$ cat config.mk
export PLATFORM = sky130hd
export DESIGN_NAME = piso_shift_tx_flat
export DESIGN_NICKNAME = d
export VERILOG_FILES = /design/src/rtl/piso_shift_tx_pkg.sv /design/src/rtl/piso_shift_tx_if.sv /design/src/rtl/piso_bit_cnt.sv /design/src/rtl/piso_shift_tx.sv /design/src/flat_wrapper.sv
export SDC_FILE = /design/constraint.sdc
export NUM_CORES = 1
export LEC_CHECK = 0
export ABC_AREA = 1
export BUFFER_PORTS_ARGS = -buffer_cell sky130_fd_sc_hd__buf_2
export CELL_PAD_IN_SITES_DETAIL_PLACEMENT = 0
export CELL_PAD_IN_SITES_GLOBAL_PLACEMENT = 1
export CORE_AREA = 3 3 40 42
export CTS_CLUSTER_DIAMETER = 30
export DETAILED_ROUTE_END_ITERATION = 16
export DIE_AREA = 0 0 43 45
export MAX_ROUTING_LAYER = met4
export PLACE_DENSITY = 0.72
export SLEW_MARGIN = 5
export SYNTH_ARGS = -nofsm -noshare
export SYNTH_HDL_FRONTEND = slang
export SYNTH_SLANG_ARGS = --single-unit
$ cat constraint.sdc
create_clock -name clk -period 2.85 [get_ports clk]
set_input_delay 0.4275 -clock clk [delete_from_list [all_inputs] [get_ports clk]]
set_output_delay 0.4275 -clock clk [all_outputs]
set_load 0.005 [all_outputs]
$ cat src/rtl/piso_shift_tx_pkg.sv
// rtl/piso_shift_tx_pkg.sv - shared state encoding and counter width helper for piso_shift_tx
package piso_shift_tx_pkg;

   typedef enum logic [1:0] {
      ST_IDLE   = 2'd0,
      ST_SHIFT  = 2'd1,
      ST_PARITY = 2'd2
   } state_t;

   // Bit counter width; one bit minimum so WIDTH=2 still gets a real register.
   function automatic int cnt_w(input int width);
      return (width > 2) ? $clog2(width) : 1;
   endfunction

endpackage

$ cat src/rtl/piso_shift_tx_if.sv
// rtl/piso_shift_tx_if.sv - load handshake and serial output bundle for piso_shift_tx
interface piso_shift_tx_if #(
   parameter int WIDTH = 4
);
   logic             load_valid;
   logic [WIDTH-1:0] load_data;
   logic             load_ready;
   logic             s_out;
   logic             s_valid;
   logic             busy;
   logic             done;

   modport master (
      output load_valid, load_data,
      input  load_ready, s_out, s_valid, busy, done
   );

   modport slave (
      input  load_valid, load_data,
      output load_ready, s_out, s_valid, busy, done
   );
endinterface

$ cat src/rtl/piso_bit_cnt.sv
// rtl/piso_bit_cnt.sv - frame bit counter with sync zero, enable and last-bit flag
module piso_bit_cnt
   import piso_shift_tx_pkg::*;
#(
   parameter int WIDTH = 4,
   parameter int CNT_W = cnt_w(WIDTH)
) (
   input  logic clk,
   input  logic clear,
   input  logic i_zero,
   input  logic i_en,
   output logic o_last
);
   logic [CNT_W-1:0] r_count;

   // Index of the bit currently on the line; zeroing wins over counting.
   always_ff @(posedge clk or posedge clear) begin
      if (clear) begin
         r_count <= '0;
      end else if (i_zero) begin
         r_count <= '0;
      end else if (i_en) begin
         r_count <= r_count + CNT_W'(1);
      end
   end

   assign o_last = (r_count == CNT_W'(WIDTH - 1));
endmodule

$ cat src/rtl/piso_shift_tx.sv
// rtl/piso_shift_tx.sv - PISO transmitter top: FSM, shift register, parity stage under PISO_PARITY_BIT_EN
module piso_shift_tx
   import piso_shift_tx_pkg::*;
#(
   parameter int WIDTH     = 4,
   parameter bit MSB_FIRST = 1'b1
) (
   input  logic            clk,
   input  logic            clear,
   piso_shift_tx_if.slave  bus
);
   localparam int CNT_W = cnt_w(WIDTH);

   state_t           r_state;
   state_t           w_next;
   logic [WIDTH-1:0] r_shift;
   logic [WIDTH-1:0] w_shift_nxt;
   logic             r_sout;
   logic             w_sout_nxt;
   logic             r_valid;
   logic             w_last;
   logic             w_ready;
   logic             w_done;
   logic             w_load;
   logic             w_cnt_zero;
   logic             w_cnt_en;
   logic             w_first_bit;
   logic             w_next_bit;
   logic [WIDTH-1:0] w_load_rest;
   logic [WIDTH-1:0] w_shift_adv;
`ifdef PISO_PARITY_BIT_EN
   logic             r_par;
   logic             w_par_nxt;
`endif

   // Bit ordering: the register always holds the not-yet-sent bits, next one at the exit end.
   assign w_first_bit = MSB_FIRST ? bus.load_data[WIDTH-1] : bus.load_data[0];
   assign w_load_rest = MSB_FIRST ? (bus.load_data << 1) : (bus.load_data >> 1);
   assign w_next_bit  = MSB_FIRST ? r_shift[WIDTH-1] : r_shift[0];
   assign w_shift_adv = MSB_FIRST ? (r_shift << 1) : (r_shift >> 1);

   piso_bit_cnt #(
      .WIDTH (WIDTH),
      .CNT_W (CNT_W)
   ) u_bit_cnt (
      .clk    (clk),
      .clear  (clear),
      .i_zero (w_cnt_zero),
      .i_en   (w_cnt_en),
      .o_last (w_last)
   );

   // Next state, handshake, done pulse and next serial bit.
   always_comb begin
      w_next      = r_state;
      w_ready     = 1'b0;
      w_done      = 1'b0;
      w_load      = 1'b0;
      w_sout_nxt  = 1'b0;
      w_shift_nxt = '0;
`ifdef PISO_PARITY_BIT_EN
      w_par_nxt   = r_par;
`endif

      case (r_state)
         ST_IDLE:   w_ready = 1'b1;
         ST_SHIFT: begin
`ifndef PISO_PARITY_BIT_EN
            w_ready = w_last;
            w_done  = w_last;
`endif
         end
         ST_PARITY: begin
`ifdef PISO_PARITY_BIT_EN
            w_ready = 1'b1;
            w_done  = 1'b1;
`endif
         end
         default:   w_ready = 1'b0;
      endcase

      w_load = bus.load_valid && w_ready && !clear;

      case (r_state)
         ST_IDLE:   if (w_load) w_next = ST_SHIFT;
         ST_SHIFT: begin
            if (w_last) begin
`ifdef PISO_PARITY_BIT_EN
               w_next = ST_PARITY;
`else
               w_next = w_load ? ST_SHIFT : ST_IDLE;
`endif
            end
         end
         ST_PARITY: w_next = w_load ? ST_SHIFT : ST_IDLE;
         default:   w_next = ST_IDLE;
      endcase

      if (w_load) begin
         w_sout_nxt  = w_first_bit;
         w_shift_nxt = w_load_rest;
`ifdef PISO_PARITY_BIT_EN
         w_par_nxt   = ^bus.load_data;
`endif
      end else if (w_next == ST_SHIFT) begin
         w_sout_nxt  = w_next_bit;
         w_shift_nxt = w_shift_adv;
`ifdef PISO_PARITY_BIT_EN
      end else if (w_next == ST_PARITY) begin
         w_sout_nxt  = r_par;
`endif
      end

      w_cnt_zero = w_load || (w_next != ST_SHIFT);
      w_cnt_en   = (r_state == ST_SHIFT);
   end

   // State and registered serial outputs; clear aborts any frame immediately.
   always_ff @(posedge clk or posedge clear) begin
      if (clear) begin
         r_state <= ST_IDLE;
         r_shift <= '0;
         r_sout  <= 1'b0;
         r_valid <= 1'b0;
`ifdef PISO_PARITY_BIT_EN
         r_par   <= 1'b0;
`endif
      end else begin
         r_state <= w_next;
         r_shift <= w_shift_nxt;
         r_sout  <= w_sout_nxt;
         r_valid <= (w_next != ST_IDLE);
`ifdef PISO_PARITY_BIT_EN
         r_par   <= w_par_nxt;
`endif
      end
   end

   assign bus.load_ready = w_ready && !clear;
   assign bus.s_out      = r_sout;
   assign bus.s_valid    = r_valid;
   assign bus.busy       = (r_state != ST_IDLE);
   assign bus.done       = w_done;
endmodule

$ cat src/flat_wrapper.sv
// flat-port wrapper written by rule: the top's interface ports become plain ports
module piso_shift_tx_flat import piso_shift_tx_pkg::*;
#(
   parameter int WIDTH     = 4,
   parameter bit MSB_FIRST = 1'b1
)
  (clk, clear, bus_load_valid, bus_load_data, bus_load_ready, bus_s_out, bus_s_valid, bus_busy, bus_done);
  piso_shift_tx_if #(.WIDTH(WIDTH)) bus_i ();
  input  logic clk;
  input  logic clear;
  input wire logic [$bits(bus_i.load_valid)-1:0] bus_load_valid;
  input wire logic [$bits(bus_i.load_data)-1:0] bus_load_data;
  output wire logic [$bits(bus_i.load_ready)-1:0] bus_load_ready;
  output wire logic [$bits(bus_i.s_out)-1:0] bus_s_out;
  output wire logic [$bits(bus_i.s_valid)-1:0] bus_s_valid;
  output wire logic [$bits(bus_i.busy)-1:0] bus_busy;
  output wire logic [$bits(bus_i.done)-1:0] bus_done;
  assign bus_i.load_valid = bus_load_valid;
  assign bus_i.load_data = bus_load_data;
  assign bus_load_ready = bus_i.load_ready;
  assign bus_s_out = bus_i.s_out;
  assign bus_s_valid = bus_i.s_valid;
  assign bus_busy = bus_i.busy;
  assign bus_done = bus_i.done;
  piso_shift_tx #(.WIDTH(WIDTH), .MSB_FIRST(MSB_FIRST)) u_core (.clk(clk), .clear(clear), .bus(bus_i));
endmodule
# == Yosys cells after proc, flatten, opt, wreduce, memory -nomap -nowiden ==
# Cells that the tools add are included.
# classes
muxes,12
add_sub_neg,1
n_reduce_logical,9
n_eq_ne,5
# ops
cell,n
$mux 2,4
$mux 4,2
$pmux 2 s3,1
$reduce_bool 2->1,3
$eq 2x1->1 const B,2
$eq 2x2->1 const B,2
$mux 1,4
$logic_and 1x1->1,3
$add 2x1->2 const B,1
$logic_not 2->1,1
$ne 2x1->1 const B,1
$pmux 1 s2,1
$logic_not 1->1,1
$logic_or 1x1->1,1
# word_totals
output_inout_bits,5
inputBits,7
regBits,10
wordCells,32

# == Logic depth before layout (Yosys ltp) ==
# Gate-level depths: netlist of run 1.
# depth
word_depth,10
ltp_mapped,6
depth_no_buf,6

# == By module ==
# A second synthesis of run 1 with hierarchy kept.
# hier_totals
cells_unflattened,51
area_unflattened_um2,414.1
# by_module_without_submodules
module,cells_per_inst,n_inst,area_per_inst_um2,seq_area_each_um2
piso_shift_tx,38,1,312.8,175.2
piso_bit_cnt,13,1,101.3,50.0

# == Worst setup path before layout of run 1 ==
# No wires, ideal clock.
# synth_path
kind,register to output
from,register u_core.u_bit_cnt.r_count[0]
to,output port bus_load_ready
path_buffers,0
slack_ps,1487
arrival_ps,936
stages_incl_launch_ff,6
path_cell_list,dfrtp_1 ha_1 inv_1 nand2_2 clkinv_1 nor3_1
# synth_via
elab_chain_cells,3
# synth_lines
item,line,text
start: declaration,piso_bit_cnt.sv:14,logic [CNT_W-1:0] r_count;
start signal: assignment,piso_bit_cnt.sv:23,r_count <= r_count + CNT_W'(1);
$eq 2x2->1,piso_bit_cnt.sv:27,assign o_last = (r_count == CNT_W'(WIDTH - 1));
$pmux 1 s2,piso_shift_tx.sv:65,case (r_state)
$logic_and 1x1->1,piso_shift_tx.sv:139,assign bus.load_ready = w_ready && !clear;
end: declaration,flat_wrapper.sv:13,output wire logic [$bits(bus_i.load_ready)-1:0] bus_load_ready;
# Every way passes these cells.

# == Final worst setup path of run 1 ==
# Ends and elaborated chain as after synthesis.

==> results of run 1 <==
state kept, by name, summed over array words and instances (netlist names):
register and cells:
u_core.u_bit_cnt.r_count 2, u_core.r_state 2, u_core.bus.s_out 1, u_core.r_shift 3, u_core.bus.s_valid 1
power breakdown:
group	switching, mW	leakage [nW]	internal (mW)
Combinational	0.0627	0.135	0.0410
Sequential	0.0163	0.119	0.157
Clock	0.0419	0.0150	0.0538
cells by family after synthesis:
| logic type | after synthesis |
|---|---|
| AOI/OAI and AO/OA | 2 |
| and+or+nand+nor | 20 |
| buffers and inverters | 6 |
| other | 1 |
| adders and majority gates | 1 |
| DFF | 9 |
layer usage:
| layer | global-route usage, % | vias up | routed length, um |
|---|---|---|---|
| met4 | 3.614 | 0 | 5 |
| met5 | - | - | 0 |
| met3 | 6.375 | 2 | 72 |
| met2 | 15.87 | 10 | 355 |
| met1 | 10.05 | 139 | 293 |
| li1 | - | 161 | - |
worst reg2reg max path: cells and delay by family (launching register included):
kind                     cells  cell delay (ns)
AND/OR/NAND/NOR              4             0.46
adder cells (fa/ha/maj)      1             0.19
flip-flops                   1             0.38
buffers and inverters        1             0.08
worst paths after layout:
| kind | startpoint | to | slack [ns] | cells after the start |
|---|---|---|---|---|
| worst max-delay path | u_core.u_bit_cnt.r_count[0] | bus_load_ready | 1.01 | 6 |
| worst min-delay path | clear | u_core.r_shift[3] | 0.16 | 2 |
| worst max register to register | u_core.u_bit_cnt.r_count[0] | u_core.u_bit_cnt.r_count[0] | 1.67 | 6 |
| worst min register to register | u_core.u_bit_cnt.r_count[0] | u_core.u_bit_cnt.r_count[0] | 0.45 | 1 |
| max in group asynchronous | clear | u_core.r_shift[2] | 2.44 | 2 |
| min in group clk | bus_load_data[0] | u_core.r_shift[1] | 0.37 | 3 |
stage by stage:
step	instances	worst slack [ns]	hold slack, ns	power, mW
after floorplan	39	1.487	0.2554	0.2448
after global routing	69	0.8763	0.1630	0.4099
final	69	1.014	0.1569	0.3723
after global placement	65	1.294	0.4181	0.2794
after detailed placement	65	1.304	0.4255	0.2799
after CTS	69	0.9986	0.1646	0.3805
layout by cell type (no fill, tap or decap):
master,synthesis,routed
sky130_fd_sc_hd__clkinv_1,1,1
sky130_fd_sc_hd__inv_1,5,5
sky130_fd_sc_hd__a21boi_1,2,2
sky130_fd_sc_hd__clkbuf_4,0,3
sky130_fd_sc_hd__nor2_4,1,1
sky130_fd_sc_hd__nor2_1,3,3
sky130_fd_sc_hd__ha_1,1,1
sky130_fd_sc_hd__conb_1,1,1
sky130_fd_sc_hd__nand2_1,4,4
sky130_fd_sc_hd__nand4_1,6,6
sky130_fd_sc_hd__nand3_2,2,2
sky130_fd_sc_hd__nand2_2,1,1
sky130_fd_sc_hd__dfrtp_1,9,9
sky130_fd_sc_hd__buf_2,0,11
sky130_fd_sc_hd__or2_2,1,1
sky130_fd_sc_hd__nor3_1,2,2
sky130_fd_sc_hd__clkbuf_1,0,1
final cells by class:
class,count,area [um^2]
Fill cell,132,788.3
Sequential cell,9,225.2
Tap cell,15,18.77
Inverter,6,22.52
Multi-Input combinational cell,24,148.9
Timing Repair Buffer,11,55.05
Clock buffer,4,26.28
==> results.yml, run 1 <==
synthesis:
  synth_xor_xnor_area_share_pct: 0
  async_flop_share_pct: 100.0
  avg_cell_area_syn_um2: 10.17
  synth_compound_gate_area_share_pct: 3.785
  synth_seq_area_share_pct: 56.78
  yosys_register_bits: 9
  synth_top_area_share_pct: 56.78
  synth_common_cells: "sky130_fd_sc_hd__dfrtp_1, sky130_fd_sc_hd__nand4_1, sky130_fd_sc_hd__inv_1, sky130_fd_sc_hd__nand2_1, sky130_fd_sc_hd__nor2_1"
  synth_area_um2: 396.6
  synth-edff-count: 0
  yosys_warnings: 0
  count_of_different_cell_masters_after_synthesis: 14
  postSynthCellCount: 39
  synthesis.nets: 47
  synth-adder-area-share_pct: 3.155
  post-synth-top-count-cell: "sky130_fd_sc_hd__dfrtp_1"
  synthMuxAreaShare_pct: 0
  synth_flop_cell: "sky130_fd_sc_hd__dfrtp_1"
  yosys-top-cells-area: "sky130_fd_sc_hd__dfrtp_1, sky130_fd_sc_hd__nand4_1, sky130_fd_sc_hd__nand3_2"
  synth_top_family_by_area: "simple AND/OR/NAND/NOR gates"
  synth_simple_gate_area_share_pct: 29.65
  synth_largest_area_cell: "sky130_fd_sc_hd__dfrtp_1"
clock_network:
  clock_sinks: 9
  clkLatencyLatePin_ns: 0.26
  post_cts_resized: 0
  tritoncts: "yes"
  cts_hold_buffers: 0
  htree_levels: 1
  cts_setup_buffers: 0
  clk_path_buf_depth: 2
  clk_transition_reported_paths_ns: 0.06
  root_driver: "sky130_fd_sc_hd__clkbuf_4"
  tritoncts_buffers: 3
drt:
  detail_route.iter0.violations: 2
  routed_via_density: 4.522
  detailroute.via_count: 312
  drt-wirelength-per-cell_um: 10.54
  remaining_drc_errors: 0
  wl_um: 727
  drt_first_pass_iters: 4
  route.antenna.remaining_nets: 0
floorplan:
  floorplan.die.width_um: 43
  placementRows: 13
  floorplan.io_pins: 12
  floorplan.die.height_um: 45
  start_util_pct: 30.87
  design.core.area_mm2: 0.001285
  die-area_mm2: 0.001935
sta:
  finalSetupTns_ns: 0
  final-hold-violation-count: 0
  rsz0062_at_grt: "false"
  setup_violations: 0
  finalCritPeriodShare_pct: 64.41
  final-max-slew-violation-count: 0
  final.setup_skew_ns: 0.004440
  max_freq_ghz: 0.5448
  fin_crit_ns: 1.836
run_status:
  status: "complete, no violations"
cells_and_area:
  finish.utilization_pct: 38.66
  area_delta_synth_final_pct: 25.24
  drive_above_1_share_pct: 35.19
  finalNetCount: 63
  postLayoutCellArea_um2: 496.7
  antennaDiodeCount: 0
placed_design:
  postPlaceCellArea_um2: 470.5
  io_buffers: 11
  half_perimeter_wire_length_after_placement_um: 568.5
  finalWeightedCongestion: 0.7159
critical_path:
  slowest_cp_cell: "sky130_fd_sc_hd__dfrtp_1"
  critical-path-top-delay-family: "buffers and inverters"
  worst-setup-path-type: "reg -> out"
  crit_path_max_fanout: 7
  crit_path_end_kind: "output pin"
  critical_path.startpoint_type: "flip-flop"
  cells_traversed_along_the_worst_timing_path: "ha_1, inv_1, nand2_2, clkinv_1, nor3_1, buf_2"
  crit_path_max_incr_delay_ns: 0.35
  crit_buf_inv: 3
  cp_data_required_time_ns: 2.42
  cp_data_arrival_time_ns: 1.41
power:
  power.ir.vdd_worst_uv: 374.4
  p_per_area_mw_per_mm2: 749.6
  power.leakage_nw: 0.2689
grt:
  track_usage_pct: 10.01
  antenna_found_initial: 0
  first_pass_grt_wire_length_um: 1304
  grt_start_max_net_pins: 10
  number_of_global_route_vias_before_repair: 312
  grt-ovfl-total: 0
job:
  max-cap-violations: 0
worst_hold_path:
  min_path_type: "in -> async"
(Power assumes the default switching activity.)
==> run 2, diff against run 1 <==
CORE_AREA = default   (was 3 3 40 42)
CORE_MARGIN = 3   (was default)
CORE_UTILIZATION = 30   (was default)
DIE_AREA = default   (was 0 0 43 45)
PLACE_DENSITY = 0.75   (was 0.72)
clock period = 1.5 ns   (was 2.85 ns; I/O delays follow)
==> results.yml, run 2 (synthesis results as in run 1) <==
power:
  clock_network_fraction_of_total_power_pct: 25.0
  internal_power_mw: 0.5033
  p_per_area_mw_per_mm2: 1427
  p_sw_share_pct: 32.89
  power.sequential.fraction_pct: 44.4
  pwr-share-comb_pct: 30.6
  power.leakage_nw: 0.2813
  power.ir.vdd_worst_uv: 568.1
  net-switching-power_mw: 0.2467
critical_path:
  cp.depth: 6
  crit_path_max_incr_delay_ns: 0.38
  cpMostUsedCell: "sky130_fd_sc_hd__inv_2"
  crit_buf_inv: 3
  worst-setup-path-type: "reg -> out"
  critical_path.startpoint_type: "flip-flop"
  r2r.worst_path.cells: 7
  crit_start: "u_core.u_bit_cnt.r_count[0]"
  cells_traversed_along_the_worst_timing_path: "ha_2, inv_2, nand2_4, inv_2, nor3_2, buf_2"
  cp_data_required_time_ns: 1.27
  reg2reg_setup_slack_ns: 0.35
  slowest_cp_cell: "sky130_fd_sc_hd__dfrtp_1"
  crit_path_max_fanout: 7
  cp_data_arrival_time_ns: 1.19
  regToRegStartpoint: "u_core.u_bit_cnt.r_count[0]"
  critical-path-top-delay-family: "flip-flops"
  reg2reg_to: "u_core.bus.s_out"
  crit_path_end_kind: "output pin"
clock_network:
  tritoncts_buffers: 3
  clkLatencyLatePin_ns: 0.26
  clk_transition_reported_paths_ns: 0.06
  htree_levels: 1
  clock_sinks: 9
  root_driver: "sky130_fd_sc_hd__clkbuf_4"
  clk_path_buf_depth: 2
  tritoncts: "yes"
cells_and_area:
  leading_cell_types_in_the_layout_fill_and_taps_excluded: "sky130_fd_sc_hd__buf_2, sky130_fd_sc_hd__dfrtp_1, sky130_fd_sc_hd__nand4_1"
  max_reg_flops: 3
  antennaDiodeCount: 0
  finalNetCount: 65
  filler_cell_count: 123
  largest_registers: "u_core.r_shift: 3 flops, u_core.r_state: 2 flops, u_core.u_bit_cnt.r_count: 2 flops"
  finish.utilization_pct: 44.87
  drive_above_1_share_pct: 42.86
  regMostFlops: "u_core.r_shift"
  final_common_cell: "sky130_fd_sc_hd__buf_2"
  area_delta_synth_final_pct: 32.49
drt:
  route.antenna.remaining_nets: 0
  detailroute.via_count: 312
  remaining_drc_errors: 0
  drt_first_pass_iters: 4
  drt-wirelength-per-cell_um: 10.66
  wl_um: 746
  detail_route.iter0.violations: 6
  routed_via_density: 4.457
placed_design:
  half_perimeter_wire_length_after_placement_um: 567.3
  io_buffers: 11
  finalWeightedCongestion: 0.7651
grt:
  antenna_found_initial: 0
  first_pass_grt_wire_length_um: 1214
  number_of_global_route_vias_before_repair: 273
  grt_start_max_net_pins: 10
  track_usage_pct: 9.783
  grt-ovfl-total: 0
floorplan:
  die-area_mm2: 0.001794
  floorplan.die.height_um: 42.36
  floorplan.io_pins: 12
  floorplan.die.width_um: 42.36
  placementRows: 12
  design.core.area_mm2: 0.001171
  start_util_pct: 33.87
sta:
  fin_crit_ns: 1.416
  final-hold-violation-count: 0
  final-max-slew-violation-count: 0
  max_freq_ghz: 0.7062
  finalSetupTns_ns: 0
  rsz0062_at_grt: "false"
  timing.hold.ws_ns: 0.1649
  setup_violations: 0
  final.setup_skew_ns: 0.0007354
  finalCritPeriodShare_pct: 94.40
worst_hold_path:
  min_path_type: "in -> reg"
  min_to: "u_core.r_shift[1]"
  worstHoldPathCells: 3
  hold_start: "bus_load_data[0]"
job:
  max-cap-violations: 0
run_status:
  status: "complete, no violations"
-- run 2: changes by cell type in the layout (fill, tap and decap cells not counted) --
cell	previous run	this run
sky130_fd_sc_hd__buf_4	0	1
sky130_fd_sc_hd__clkinv_1	1	0
sky130_fd_sc_hd__dlygate4sd3_1	0	1
sky130_fd_sc_hd__ha_1	1	0
sky130_fd_sc_hd__ha_2	0	1
sky130_fd_sc_hd__inv_1	5	4
sky130_fd_sc_hd__inv_2	0	2
sky130_fd_sc_hd__nand2_2	1	0
sky130_fd_sc_hd__nand2_4	0	1
sky130_fd_sc_hd__nor3_1	2	1
sky130_fd_sc_hd__nor3_2	0	1
-- run 2: cell type report --
| class | count | area, um^2 | share of cell area (%) |
|---|---|---|---|
| repair buffers | 13 | 72.57 | 13.81 |
| well taps | 14 | 17.52 | 3.333 |
| flip-flops and latches | 9 | 225.2 | 42.86 |
| clock buffers | 4 | 26.28 | 5.000 |
| multi-input cells | 24 | 161.4 | 30.71 |
| inverters | 6 | 22.52 | 4.286 |
-- run 2: routing by layer --
layer	wire length [um]	GRT usage (%)	share of wire, %
met1	344	12.34	46
met4	8	5.590	1.1
met5	0	-	0
met2	342	12.16	46
met3	50	5.150	6.7
-- run 2: worst max path at each step --
stage | end | slack [ns]
5_1_grt | bus_load_ready | 0.01
2_1_floorplan | bus_load_ready | 0.34
3_3_place_gp | bus_load_ready | 0.28
4_1_cts | bus_load_ready | 0.003
6_report | bus_load_ready | 0.08
3_5_place_dp | bus_load_ready | 0.27
-- run 2: power by group through the flow --
stage          Clock (mW)  Sequential [mW]  Combinational [mW]
2_1_floorplan           0            0.329               0.136
3_3_place_gp            0            0.332               0.216
3_5_place_dp            0            0.333               0.218
4_1_cts             0.201            0.332               0.226
5_1_grt             0.208            0.338               0.257
6_report            0.187            0.333               0.230
-- run 2: what timing repair did --
item	in CTS	in global routing
gates resized for setup	1	4
buffers inserted	0	0
setup endpoints to repair	1	1
hold buffers	1	0
hold endpoints to repair	9	0
-- run 2: worst reg2reg max path: stages (launching register included) --
cell and delay (ns):
sky130_fd_sc_hd__dfrtp_1 0.38, sky130_fd_sc_hd__ha_2 0.18, sky130_fd_sc_hd__inv_2 0.07, sky130_fd_sc_hd__nand2_4 0.07, sky130_fd_sc_hd__inv_2 0.07, sky130_fd_sc_hd__buf_4 0.12
sky130_fd_sc_hd__nand4_1 0.11, sky130_fd_sc_hd__nand2_1 0.08
-- run 2: through the flow --
stage                     std cells  instance area, um^2  setup slack [ns]  power (mW)
after floorplan                  39                396.6            0.3392      0.4650
after global placement           65                476.7            0.2806      0.5481
after detailed placement         65                476.7            0.2691      0.5504
after CTS                        70                518.0          0.003027      0.7595
after global routing             70                525.5           0.01101      0.8034
final                            70                525.5           0.08405      0.7500
==> run 3, diff against run 2 <==
--- a/config.mk
+++ b/config.mk
@@ -15,2 +15,3 @@
 export DETAILED_ROUTE_END_ITERATION = 16
+export HOLD_SLACK_MARGIN = 0.02
 export MAX_ROUTING_LAYER = met4
==> constraint.sdc (replaced) <==
create_clock -name clk -period 1.5 [get_ports clk]
set_input_delay 0.375 -clock clk [delete_from_list [all_inputs] [get_ports clk]]
set_output_delay 0.375 -clock clk [all_outputs]
set_load 0.005 [all_outputs]
==> results.yml, run 3 (synthesis results as in run 1) <==
cells_and_area:
  max_reg_flops: 3
  filler_cell_count: 126
  largest_registers: "u_core.r_shift: 3 flops, u_core.r_state: 2 flops, u_core.u_bit_cnt.r_count: 2 flops"
  leading_cell_types_in_the_layout_fill_and_taps_excluded: "sky130_fd_sc_hd__buf_2, sky130_fd_sc_hd__dfrtp_1, sky130_fd_sc_hd__nand4_1"
  area_delta_synth_final_pct: 37.54
  postLayoutCellArea_um2: 545.5
  finalNetCount: 68
  finalNonFillerCells: 73
  regMostFlops: "u_core.r_shift"
  final_common_cell: "sky130_fd_sc_hd__buf_2"
  antennaDiodeCount: 0
  drive_above_1_share_pct: 49.15
run_status:
  violated_checks: "negative setup slack"
  status: "complete, but fails checks"
placed_design:
  finalWeightedCongestion: 0.7421
  postPlaceCellArea_um2: 484.2
  pre_cts_ws_ns: 0.2001
  half_perimeter_wire_length_after_placement_um: 563.8
  post-place-cells: 66
  io_buffers: 11
clock_network:
  clock_sinks: 9
  tritoncts_buffers: 3
  root_driver: "sky130_fd_sc_hd__clkbuf_4"
  clk_transition_reported_paths_ns: 0.06
  clk_path_buf_depth: 2
  clkLatencyLatePin_ns: 0.26
  htree_levels: 1
  tritoncts: "yes"
  cts_hold_buffers: 0
grt:
  number_of_global_route_vias_before_repair: 365
  antenna_found_initial: 0
  first_pass_grt_wire_length_um: 1497
  track_usage_pct: 11.70
  grt-ovfl-total: 0
  grt_start_max_net_pins: 10
critical_path:
  reg2reg_setup_slack_ns: 0.25
  regToRegStartpoint: "u_core.u_bit_cnt.r_count[0]"
  worst-setup-path-type: "reg -> out"
  crit_path_max_fanout: 2
  critical_path.startpoint_type: "flip-flop"
  crit_start: "u_core.u_bit_cnt.r_count[0]"
  critPathCapture: "bus_load_ready"
  reg2reg_to: "u_core.u_bit_cnt.r_count[0]"
  crit_path_end_kind: "output pin"
  r2r.worst_path.cells: 7
  cp_data_required_time_ns: 1.12
  cp_data_arrival_time_ns: 1.16
drt:
  drt_first_pass_iters: 4
  route.antenna.remaining_nets: 0
  detailroute.via_count: 349
  drt-wirelength-per-cell_um: 10.68
  detail_route.iter0.violations: 2
  wl_um: 780
  routed_via_density: 4.781
  remaining_drc_errors: 0
sta:
  timing.hold.ws_ns: 0.1103
  rsz0062_at_grt: "true"
  finalCritPeriodShare_pct: 102.1
  max_freq_ghz: 0.6530
  minimum_setup_slack_in_the_final_design_ns: -0.03138
  setup_violations: 2
  finalSetupTns_ns: -0.04881
  final-hold-violation-count: 0
  final.setup_skew_ns: 0.003702
  final-max-slew-violation-count: 0
  fin_crit_ns: 1.531
floorplan:
  floorplan.io_pins: 12
  floorplan.die.width_um: 42.36
  placementRows: 12
  floorplan.die.height_um: 42.36
  die-area_mm2: 0.001794
  start_util_pct: 33.87
  design.core.area_mm2: 0.001171
power:
  power.leakage_nw: 0.2969
  p_per_area_mw_per_mm2: 1433
  power.ir.vdd_worst_uv: 516.8
job:
  max-cap-violations: 0
worst_hold_path:
  min_path_type: "in -> async"
## run 3: cell count changes in the layout (fill, tap and decap cells not counted), sizes merged
cell         previous run  this run
inv                     6         5
buf                    12        16
dlygate4sd3             1         0
clkinv                  0         1
## run 3: stage by stage
stage,util [%],power (mW)
6_report,46.58,0.7815
5_1_grt,46.58,0.8516
4_1_cts,45.51,0.7843
3_5_place_dp,41.35,0.5707
3_3_place_gp,41.35,0.5674
2_1_floorplan,-,0.4650
## run 3: what timing repair did
item                                    CTS  global route
pin swaps                                 0             0
endpoints found under the setup margin    2             3
buffers inserted                          2             1
gates resized for setup                   4             1
## run 3: worst min path at each step
stage / to / cells past startpoint
after floorplan: u_core.bus.s_out / 1
after global placement: u_core.bus.s_out / 2
after detailed placement: u_core.r_shift[3] / 2
after CTS: u_core.r_shift[3] / 2
after global routing: u_core.u_bit_cnt.r_count[1] / 2
final: u_core.r_shift[3] / 2
## run 3: layout make-up
cell class	instances	area [um^2]	area share, %
Clock buffer	4	26.28	4.817
Inverter	6	23.77	4.358
Multi-Input combinational cell	24	158.9	29.13
Sequential cell	9	226.5	41.51
Tap cell	14	17.52	3.211
Timing Repair Buffer	16	92.59	16.97
## run 3: critical path, cell delays in order (launching register included)
cell	delay (ns)
sky130_fd_sc_hd__dfrtp_1	0.38
sky130_fd_sc_hd__ha_1	0.21
sky130_fd_sc_hd__inv_2	0.06
sky130_fd_sc_hd__nand2_2	0.05
sky130_fd_sc_hd__clkinv_2	0.05
sky130_fd_sc_hd__nor3_2	0.03
sky130_fd_sc_hd__buf_2	0.12
## run 3: where the power goes
part / switching [mW] / total, mW / internal [mW]
clock: 0.0789 / 0.181 / 0.102
sequential: 0.0309 / 0.329 / 0.298
combinational: 0.140 / 0.272 / 0.131
total: 0.250 / 0.781 / 0.532
## run 3: layer usage
| metal | vias to the layer above | part of all wire (%) | routed length, um | track usage, % |
|---|---|---|---|---|
| li1 | 168 | - | - | - |
| met5 | - | 0 | 0 | - |
| met1 | 167 | 41 | 322 | 12.37 |
| met2 | 9 | 51 | 397 | 18.54 |
| met3 | 5 | 4.7 | 37 | 5.150 |
| met4 | 0 | 2.7 | 21 | 5.590 |
